[src/rtl/riscv_pkg.sv]
// riscv_pkg: RV32I load/store func3 encodings and the LSU state type
package riscv_pkg;
    localparam logic [2:0] F3_B  = 3'b000;
    localparam logic [2:0] F3_H  = 3'b001;
    localparam logic [2:0] F3_W  = 3'b010;
    localparam logic [2:0] F3_BU = 3'b100;
    localparam logic [2:0] F3_HU = 3'b101;
    typedef enum logic [1:0] {IDLE, REQ, DONE} lsu_state_t;
endpackage

[src/rtl/lsu_align.sv]
// lsu_align: store side maps func3/addr/wdata to be/shifted wdata/misaligned; load side extends rdata by latched func3/addr
module lsu_align
    import riscv_pkg::*;
(
    input  logic [2:0]  func3,
    input  logic [1:0]  addr_lo,
    input  logic        we,
    input  logic [31:0] wdata,
    output logic [3:0]  be,
    output logic [31:0] wdata_sh,
    output logic        misaligned,
    input  logic [2:0]  ld_func3,
    input  logic [1:0]  ld_addr_lo,
    input  logic [31:0] rdata,
    output logic [31:0] ld_result
);
    logic [31:0] sh;
    always_comb begin
        be = func3[1:0] == 2'b00 ? 4'b0001 << addr_lo : func3[1:0] == 2'b01 ? 4'b0011 << addr_lo : 4'b1111;
        wdata_sh = func3[1:0] == 2'b00 ? {4{wdata[7:0]}} : func3[1:0] == 2'b01 ? {2{wdata[15:0]}} : wdata;
        misaligned = func3[1:0] == 2'b11 || (func3[2] && (we || func3[1]))
                     || (func3[1:0] == 2'b01 && addr_lo[0]) || (func3[1:0] == 2'b10 && addr_lo != 2'b00);
        sh = rdata >> {ld_addr_lo, 3'b000};
        ld_result = ld_func3 == F3_B  ? {{24{sh[7]}}, sh[7:0]} :
                    ld_func3 == F3_H  ? {{16{sh[15]}}, sh[15:0]} :
                    ld_func3 == F3_BU ? {24'b0, sh[7:0]} :
                    ld_func3 == F3_HU ? {16'b0, sh[15:0]} : rdata;
    end
endmodule

[src/rtl/mem_stage_lsu.sv]
// mem_stage_lsu: MEM-stage LSU; EX/MEM request in, req/ack data bus out, load_data/stall/misalign_exc/bus_timeout to pipeline
module mem_stage_lsu
    import riscv_pkg::*;
#(
    parameter int TIMEOUT_CYCLES = 255,
    parameter int CNT_W = 16
) (
    input  logic        clk,
    input  logic        rst,
    input  logic        mem_read_in,
    input  logic        mem_write_in,
    input  logic [2:0]  func3_in,
    input  logic [31:0] addr_in,
    input  logic [31:0] wdata_in,
    output logic        bus_req,
    output logic        bus_we,
    output logic [31:0] bus_addr,
    output logic [3:0]  bus_be,
    output logic [31:0] bus_wdata,
    input  logic        bus_ack,
    input  logic [31:0] bus_rdata,
    output logic [31:0] load_data,
    output logic        stall,
    output logic        misalign_exc,
    output logic        bus_timeout
);
    lsu_state_t state;
    logic [CNT_W-1:0] cnt;
    logic [31:0] addr_q, wdata_q, wdata_sh, ld_result;
    logic [2:0] f3_q;
    logic [3:0] be_q, be;
    logic we_q, acc, bad;
    assign acc = mem_read_in | mem_write_in;
    lsu_align u_align (
        .func3(func3_in),
        .addr_lo(addr_in[1:0]),
        .we(mem_write_in),
        .wdata(wdata_in),
        .be(be),
        .wdata_sh(wdata_sh),
        .misaligned(bad),
        .ld_func3(f3_q),
        .ld_addr_lo(addr_q[1:0]),
        .rdata(bus_rdata),
        .ld_result(ld_result)
    );
    // The cycle carrying the timeout pulse lets the pipeline advance past the aborted access, so it is not restarted.
    always_comb begin
        bus_req = state == REQ;
        bus_we = bus_req & we_q;
        bus_addr = bus_req ? {addr_q[31:2], 2'b00} : '0;
        bus_be = bus_req ? be_q : '0;
        bus_wdata = bus_req ? wdata_q : '0;
        stall = bus_req || (state == IDLE && acc && !bad && !bus_timeout);
    end
    always_ff @(posedge clk or posedge rst) begin
        if (rst) begin
            state <= IDLE;
            cnt <= '0;
            addr_q <= '0;
            wdata_q <= '0;
            f3_q <= '0;
            be_q <= '0;
            we_q <= 1'b0;
            load_data <= '0;
            misalign_exc <= 1'b0;
            bus_timeout <= 1'b0;
        end else begin
            misalign_exc <= 1'b0;
            bus_timeout <= 1'b0;
            case (state)
                IDLE: if (acc && !bus_timeout) begin
                    if (bad) misalign_exc <= 1'b1;
                    else begin
                        addr_q <= addr_in;
                        f3_q <= func3_in;
                        we_q <= mem_write_in;
                        be_q <= be;
                        wdata_q <= wdata_sh;
                        cnt <= '0;
                        state <= REQ;
                    end
                end
                REQ: if (bus_ack) begin
                    if (!we_q) load_data <= ld_result;
                    cnt <= '0;
                    state <= DONE;
                end else if (cnt == CNT_W'(TIMEOUT_CYCLES - 1)) begin
                    bus_timeout <= 1'b1;
                    cnt <= '0;
                    state <= IDLE;
                end else cnt <= cnt + 1'b1;
                default: state <= IDLE;
            endcase
        end
    end
endmodule

[config.mk]
export PLATFORM = sky130hd
export DESIGN_NAME = mem_stage_lsu
export DESIGN_NICKNAME = d
export VERILOG_FILES = /design/src/rtl/riscv_pkg.sv /design/src/rtl/lsu_align.sv /design/src/rtl/mem_stage_lsu.sv
export SDC_FILE = /design/constraint.sdc
export NUM_CORES = 1
export LEC_CHECK = 0
export CAP_MARGIN = 20
export CORE_ASPECT_RATIO = 1.4
export CORE_MARGIN = 5
export CORE_UTILIZATION = 48
export CTS_CLUSTER_SIZE = 24
export DETAILED_ROUTE_END_ITERATION = 10
export HOLD_SLACK_MARGIN = 0.05
export PLACE_DENSITY_LB_ADDON = 0.08
export SLEW_MARGIN = 20
export SYNTH_ARGS = -nofsm -noshare
export SYNTH_HDL_FRONTEND = slang
export SYNTH_HIERARCHICAL = 1
export SYNTH_SLANG_ARGS = --single-unit
[constraint.sdc]
create_clock -name clk -period 4.4 [get_ports clk]
set_input_delay 0.66 -clock clk [delete_from_list [all_inputs] [get_ports clk]]
set_output_delay 0.66 -clock clk [all_outputs]
set_load 0.005 [all_outputs]
==> run_results.csv, run 1 <==
group,metric,value,unit
floorplanning,die_area,0.0171,mm²
placement,dp_hpwl,13.9,mm
worst_hold_path,min_delay_path_depth,1,
worst_setup_path,reg2reg_from,"state[1]$_DFFE_PP0P_",
timing,tightest_slew,1.07,ns
worst_hold_path,min_from,"wdata_q[7]$_DFFE_PP0P_",
layout,drive_gt1_share,20.6,%
route,drc,0,
clocking,cts.sinks,124,
worst_setup_path,worstPathCellList,"clkdlybuf4s50_1 > inv_1 > ha_1 > inv_1 > o21ai_0 > nand3_1 > o21ba_2 > nor2_1 > clkdlybuf4s50_1",
worst_setup_path,crit_slowest_cell,"clkdlybuf4s50_1",
layout,insertedDiodeCount,0,
worst_setup_path,r2r-end,"load_data[19]$_DFFE_PP0P_",
layout,final_nets,924,
worst_hold_path,min_path_type,"reg2reg",
floorplanning,fp.dieW,112,µm
worst_hold_path,hold_path_end,"wdata_q[7]$_DFFE_PP0P_",
floorplanning,initial_core_util,48.7,%
placement,io_buffers,206,
clocking,cts_hold_buf,0,
synthesis,synth-edff-count,0,
route,avgRoutedWirePerCell,19.5,µm
clocking,clockBufferDepth,2,
route,ant_nets,0,
clocking,cts_resized,0,
timing,report.final.slew_viol_count,0,
timing,skew,0.00880,ns
timing,hold_viol_final,0,
synthesis,syn_area_per_cell,11.1,µm²
synthesis,synthFlopType,"dfrtp_1",
clocking,tritoncts,"done",
global_route,grt_pass1_vias,5972,
worst_setup_path,cp_data_required_time,3.74,ns
synthesis,netlist_top_cells_area,"dfrtp_1, mux2_2, mux2_4",
synthesis,async_flop_share,100,%
floorplanning,core-area,0.0144,mm²
route,drt_iter0_drc,267,
global_route,antenna_found_initial,0,
clocking,numCtsBuffers,17,
timing,setup_viol,0,
synthesis,seq_area_frac_synth,44.4,%
timing,fmax,285,MHz
synthesis,synth_cells,632,
clocking,clkTransAtPathRegs,0.06,ns
floorplanning,pin_count,209,
synthesis,yosysTopAreaCellShare,44.4,%
timing,rsz0062_at_grt,"no",
layout,area_growth,38.4,%
worst_setup_path,crit_fanout,10,
route,wirelength,19.8,mm
route,vias,5668,
timing,slew_headroom,28.8,%
timing,hold_ws,0.483,ns
clocking,htree_levels,4,
worst_setup_path,startpoint_type,"input port",
synthesis,synth_seq_cells,124,
clocking,insertion_delay,0.41,ns
synthesis,ys_types,52,
timing,min_period,3.51,ns
worst_setup_path,crit_type,"in2out",
worst_setup_path,endpoint_kind,"output port",
clocking,clockRootBuffer,"clkbuf_16",
worst_setup_path,crit_arrival,2.85,ns
synthesis,synthesis.area,0.00700,mm²
run,max-cap-violations,0,
global_route,grt_usage,23.0,%
floorplanning,fp-row-count,52,
clocking,post_cts_buffers,0,
pwr,vdd_drop_max,0.335,mV
pwr,p_leak,4.06,nW
route,drtPass1Iterations,6,
route,post_drt_via_cell_ratio,5.58,
floorplanning,die_h,153,µm
global_route,grt_pass1_wl,31.4,mm
pwr,power-per-cell-area,521,mW/mm²
global_route,grt-ovfl-total,0,
worst_setup_path,r2r_cells,6,
global_route,grt_max_degree,70,
timing,setup_tns,0,ns
timing,fin_crit_sh,79.7,%
status,status,"finished, final reports clean",
placement,gp_congestion,0.850,
synthesis,ys_warn_count,6,
synthesis,yosysTopAreaCell,"dfrtp_1",
worst_setup_path,ff2ff_setup_slack,1.39,ns
worst_setup_path,cpPeakStageDelay,0.52,ns
## metrics by stage
step	worst slack [ns]	total power, mW	cells	utilization (%)	cell area [µm²]
floorplan	0.441	2.75	633	-	7000
global placement	0.945	3.50	984	62.9	9040
detailed placement	0.865	3.57	984	62.9	9040
CTS	0.853	5.09	1016	67.4	9680
global route	0.692	5.32	1016	67.4	9680
finish	0.893	5.05	1016	67.4	9680
## where the power goes
| part | internal (mW) | switching, mW |
|---|---|---|
| combinational | 1.09 | 0.647 |
| clock | 0.981 | 0.519 |
| sequential | 1.53 | 0.275 |
## cell type report
cell class	instances	area, µm²
clock buffers	23	508
repair buffers	218	2150
multi-input cells	436	3490
well taps	189	236
inverters	17	66.3
clock inverters	9	133
fillers	1136	4690
flip-flops and latches	124	3100
## synth_stat cells, types with 2 or more instances
master / n
nor2_1: 13
nor2b_1: 10
mux2i_1: 10
nor3_1: 4
buf_2: 6
nand3b_1: 7
mux2_1: 6
nand2_1: 22
and2_1: 70
clkbuf_1: 24
a21oi_1: 15
nand3_1: 13
buf_6: 13
nand4_1: 10
o22ai_1: 2
and4_1: 5
buf_1: 2
inv_1: 16
mux2_2: 85
mux2_4: 30
or2_2: 2
buf_4: 10
a21o_1: 16
o211ai_1: 14
a311oi_1: 4
ha_1: 6
nor4_1: 2
a31oi_1: 13
nand2b_1: 15
dfrtp_1: 124
o21ai_0: 42
## how the worst max path moves through the flow
stage | startpoint | end | depth (start not counted)
2_1_floorplan | rst | addr_q[0]$_DFFE_PP0P_ | 1
3_3_place_gp | addr_in[0] | stall | 9
3_5_place_dp | addr_in[0] | stall | 9
4_1_cts | addr_in[0] | stall | 9
5_1_grt | addr_in[0] | stall | 9
6_report | addr_in[0] | stall | 9
## kinds of logic (layout without fill, tap and decap cells)
family | count (synthesis) | after routing | share of synthesized area [%]
AOI/OAI and AO/OA | 116 | 116 | 10.6
xor gates and xnor gates | 1 | 1 | 0.125
adders and majority gates | 6 | 6 | 1.07
buffers and inverters | 73 | 267 | 5.97
DFF | 124 | 124 | 44.4
muxes | 131 | 131 | 22.5
other | 1 | 2 | 0.0536
and+or+nand+nor | 180 | 180 | 15.3
## critical path: cells and delay by family
family          cells  cell delay [ns]
compound gates      2             0.51
buf+inv             4             1.18
simple gates        2             0.34
fa+ha+maj           1             0.16
## cell usage in the layout, fill, tap and decap left out, drive strengths merged, types with 12 or more instances in the layout
cell type      count
a21o              16
a21oi             15
a31oi             13
and2              70
buf               12
clkbuf            23
clkdlybuf4s50    206
dfrtp            124
inv               17
mux2             121
nand2             22
nand2b            16
nand3             13
nor2              13
o211ai            14
o21ai             42
## sequential cells by signal, indices dropped and copies added, names as in the netlist
register	count
addr_q	32
load_data	32
wdata_q	32
cnt	16
be_q	4
f3_q	3
state	2
bus_timeout	1
misalign_exc	1
we_q	1
## per-layer routing
metal | global-route usage, % | routed length [µm] | share of wire [%]
met4 | 12.0 | 818 | 4.1
met3 | 6.88 | 1440 | 7.3
met5 | 0 | 0 | 0
met1 | 26.3 | 7480 | 38
met2 | 38.8 | 10000 | 51
Note: power is estimated with default switching activity, not from simulation.
==> inputs of run 2 (changes only) <==
Settings changed: CORE_UTILIZATION 48 to 43.
Clock period 4.4 ns to 3 ns, I/O delays scaled along.
==> run_results.csv, run 2 (synthesized netlist as in run 1, its figures left out) <==
group,metric,value,unit
worst_setup_path,ff2ff_setup_slack,0.77,ns
worst_setup_path,worstPathCellList,"clkdlybuf4s50_1 > inv_1 > ha_1 > inv_1 > o21ai_1 > nand3_1 > o21ba_2 > nor2_4 > clkdlybuf4s50_1",
placement,gp_congestion,0.816,
global_route,grt_max_degree,66,
timing,skew,0.0105,ns
route,ant_nets,0,
worst_setup_path,r2r_cells,4,
route,drt_iter0_drc,414,
layout,most-common-layout-cells,"clkdlybuf4s50_1, dfrtp_1, mux2_2",
pwr,p_leak,4.10,nW
timing,setup_tns,0,ns
pwr,total_power,7.40,mW
timing,fin_crit_sh,93.6,%
timing,hold_viol_final,0,
clocking,cts.sinks,124,
worst_setup_path,crit_slowest_cell,"clkdlybuf4s50_1",
global_route,grt_usage,20.7,%
global_route,grt_pass1_wl,31.8,mm
clocking,clkTransAtPathRegs,0.06,ns
pwr,vdd_drop_max,0.513,mV
layout,multiInputGateArea,0.00349,mm²
floorplanning,die_area,0.0190,mm²
status,status,"finished, final reports clean",
worst_setup_path,cp_data_required_time,2.55,ns
timing,tightest_slew,0.828,ns
placement,post_dp_cell_area,0.00917,mm²
route,drc,0,
route,wirelength,19.5,mm
floorplanning,pin_count,209,
timing,min_period,2.81,ns
layout,final_nets,932,
placement,io_buffers,206,
global_route,grt_pass1_vias,6045,
timing,report.final.slew_viol_count,0,
worst_setup_path,crit_end,"stall",
worst_setup_path,cp.depth,9,
route,vias,5593,
floorplanning,initial_core_util,43.4,%
layout,top_regs,"addr_q: 32 flops, load_data: 32 flops, wdata_q: 32 flops",
global_route,grt-ovfl-total,0,
layout,fillCellCount,1375,
timing,fmax,356,MHz
worst_setup_path,endpoint_kind,"output port",
worst_setup_path,crit_buf_inv,4,
floorplanning,core-area,0.0161,mm²
worst_setup_path,cpPeakStageDelay,0.51,ns
layout,design_area,0.00982,mm²
worst_setup_path,crit_type,"in2out",
route,drtPass1Iterations,5,
clocking,clockBufferDepth,2,
worst_setup_path,cpLargestDelayFamily,"buffers and inverters",
worst_setup_path,crit_start,"addr_in[0]",
run,max-cap-violations,0,
worst_setup_path,reg2reg_from,"cnt[4]$_DFFE_PP0P_",
worst_setup_path,startpoint_type,"input port",
worst_setup_path,r2r-end,"cnt[6]$_DFFE_PP0P_",
clocking,tritoncts,"done",
worst_setup_path,crit_arrival,2.36,ns
timing,rsz0062_at_grt,"no",
layout,seq_area,0.00310,mm²
worst_hold_path,min_path_type,"in2async",
route,post_drt_via_cell_ratio,5.40,
floorplanning,die_h,161,µm
clocking,numCtsBuffers,17,
layout,layout_commonest_cell,"clkdlybuf4s50_1",
floorplanning,fp.dieW,118,µm
clocking,insertion_delay,0.41,ns
global_route,antenna_found_initial,1,
timing,slew_headroom,44.8,%
clocking,clockRootBuffer,"clkbuf_16",
timing,setup_viol,0,
floorplanning,fp-row-count,55,
worst_setup_path,crit_fanout,3,
timing,hold_ws,0.428,ns
route,avgRoutedWirePerCell,18.9,µm
layout,area_growth,40.3,%
clocking,htree_levels,4,
placement,dp_hpwl,14.3,mm
pwr,power-per-cell-area,754,mW/mm²
layout,drive_gt1_share,21.2,%
-- run 2: cell count changes in the layout (fill, tap and decap cells not counted), sizes merged --
cell      change
buf           +8
inv           -1
clkinvlp      +2
bufinv        +1
clkbuf        -2
diode         +1
-- run 2: timing repair --
item	CTS	global route
pin swaps	0	1
buffers inserted	0	1
hold buffers	0	0
gates resized for setup	1	2
endpoints found under the setup margin	1	1
-- run 2: worst min path at each step --
stage / from / to / slack [ns]
after floorplan: wdata_q[10]$_DFFE_PP0P_ / wdata_q[10]$_DFFE_PP0P_ / 0.45
after global placement: wdata_q[11]$_DFFE_PP0P_ / wdata_q[11]$_DFFE_PP0P_ / 0.46
after detailed placement: wdata_q[12]$_DFFE_PP0P_ / wdata_q[12]$_DFFE_PP0P_ / 0.47
after CTS: rst / load_data[5]$_DFFE_PP0P_ / 0.42
after global routing: rst / load_data[5]$_DFFE_PP0P_ / 0.45
final: rst / load_data[5]$_DFFE_PP0P_ / 0.43
-- run 2: metal layers --
layer	vias to the layer above	global-route usage [%]	wire length, µm
met5	-	0	0
met4	0	7.67	510
met1	2775	22.6	7380
li1	2605	-	-
met2	181	37.5	10500
met3	32	6.09	1110
-- run 2: layout make-up --
type / count / share of cell area, %
Multi-Input combinational cell: 436 / 35.6
Sequential cell: 124 / 31.6
Tap cell: 199 / 2.54
Antenna cell: 1 / 0.0255
Clock inverter: 11 / 1.70
Inverter: 17 / 0.688
Clock buffer: 21 / 4.69
Timing Repair Buffer: 226 / 23.2
-- run 2: through the flow --
stage                     instances  util (%)  setup WS [ns]
after floorplan                 633         -          0.736
after CTS                      1033      60.9         0.0278
after global placement         1001      57.0        -0.0187
after global routing           1035      61.0         0.0290
final                          1035      61.0          0.191
after detailed placement       1001      57.0        -0.0288
-- run 2: where the power goes --
group | total, mW | switching (mW) | internal (mW)
clock | 2.17 | 0.739 | 1.43
sequential | 2.63 | 0.380 | 2.25
combinational | 2.60 | 0.958 | 1.64
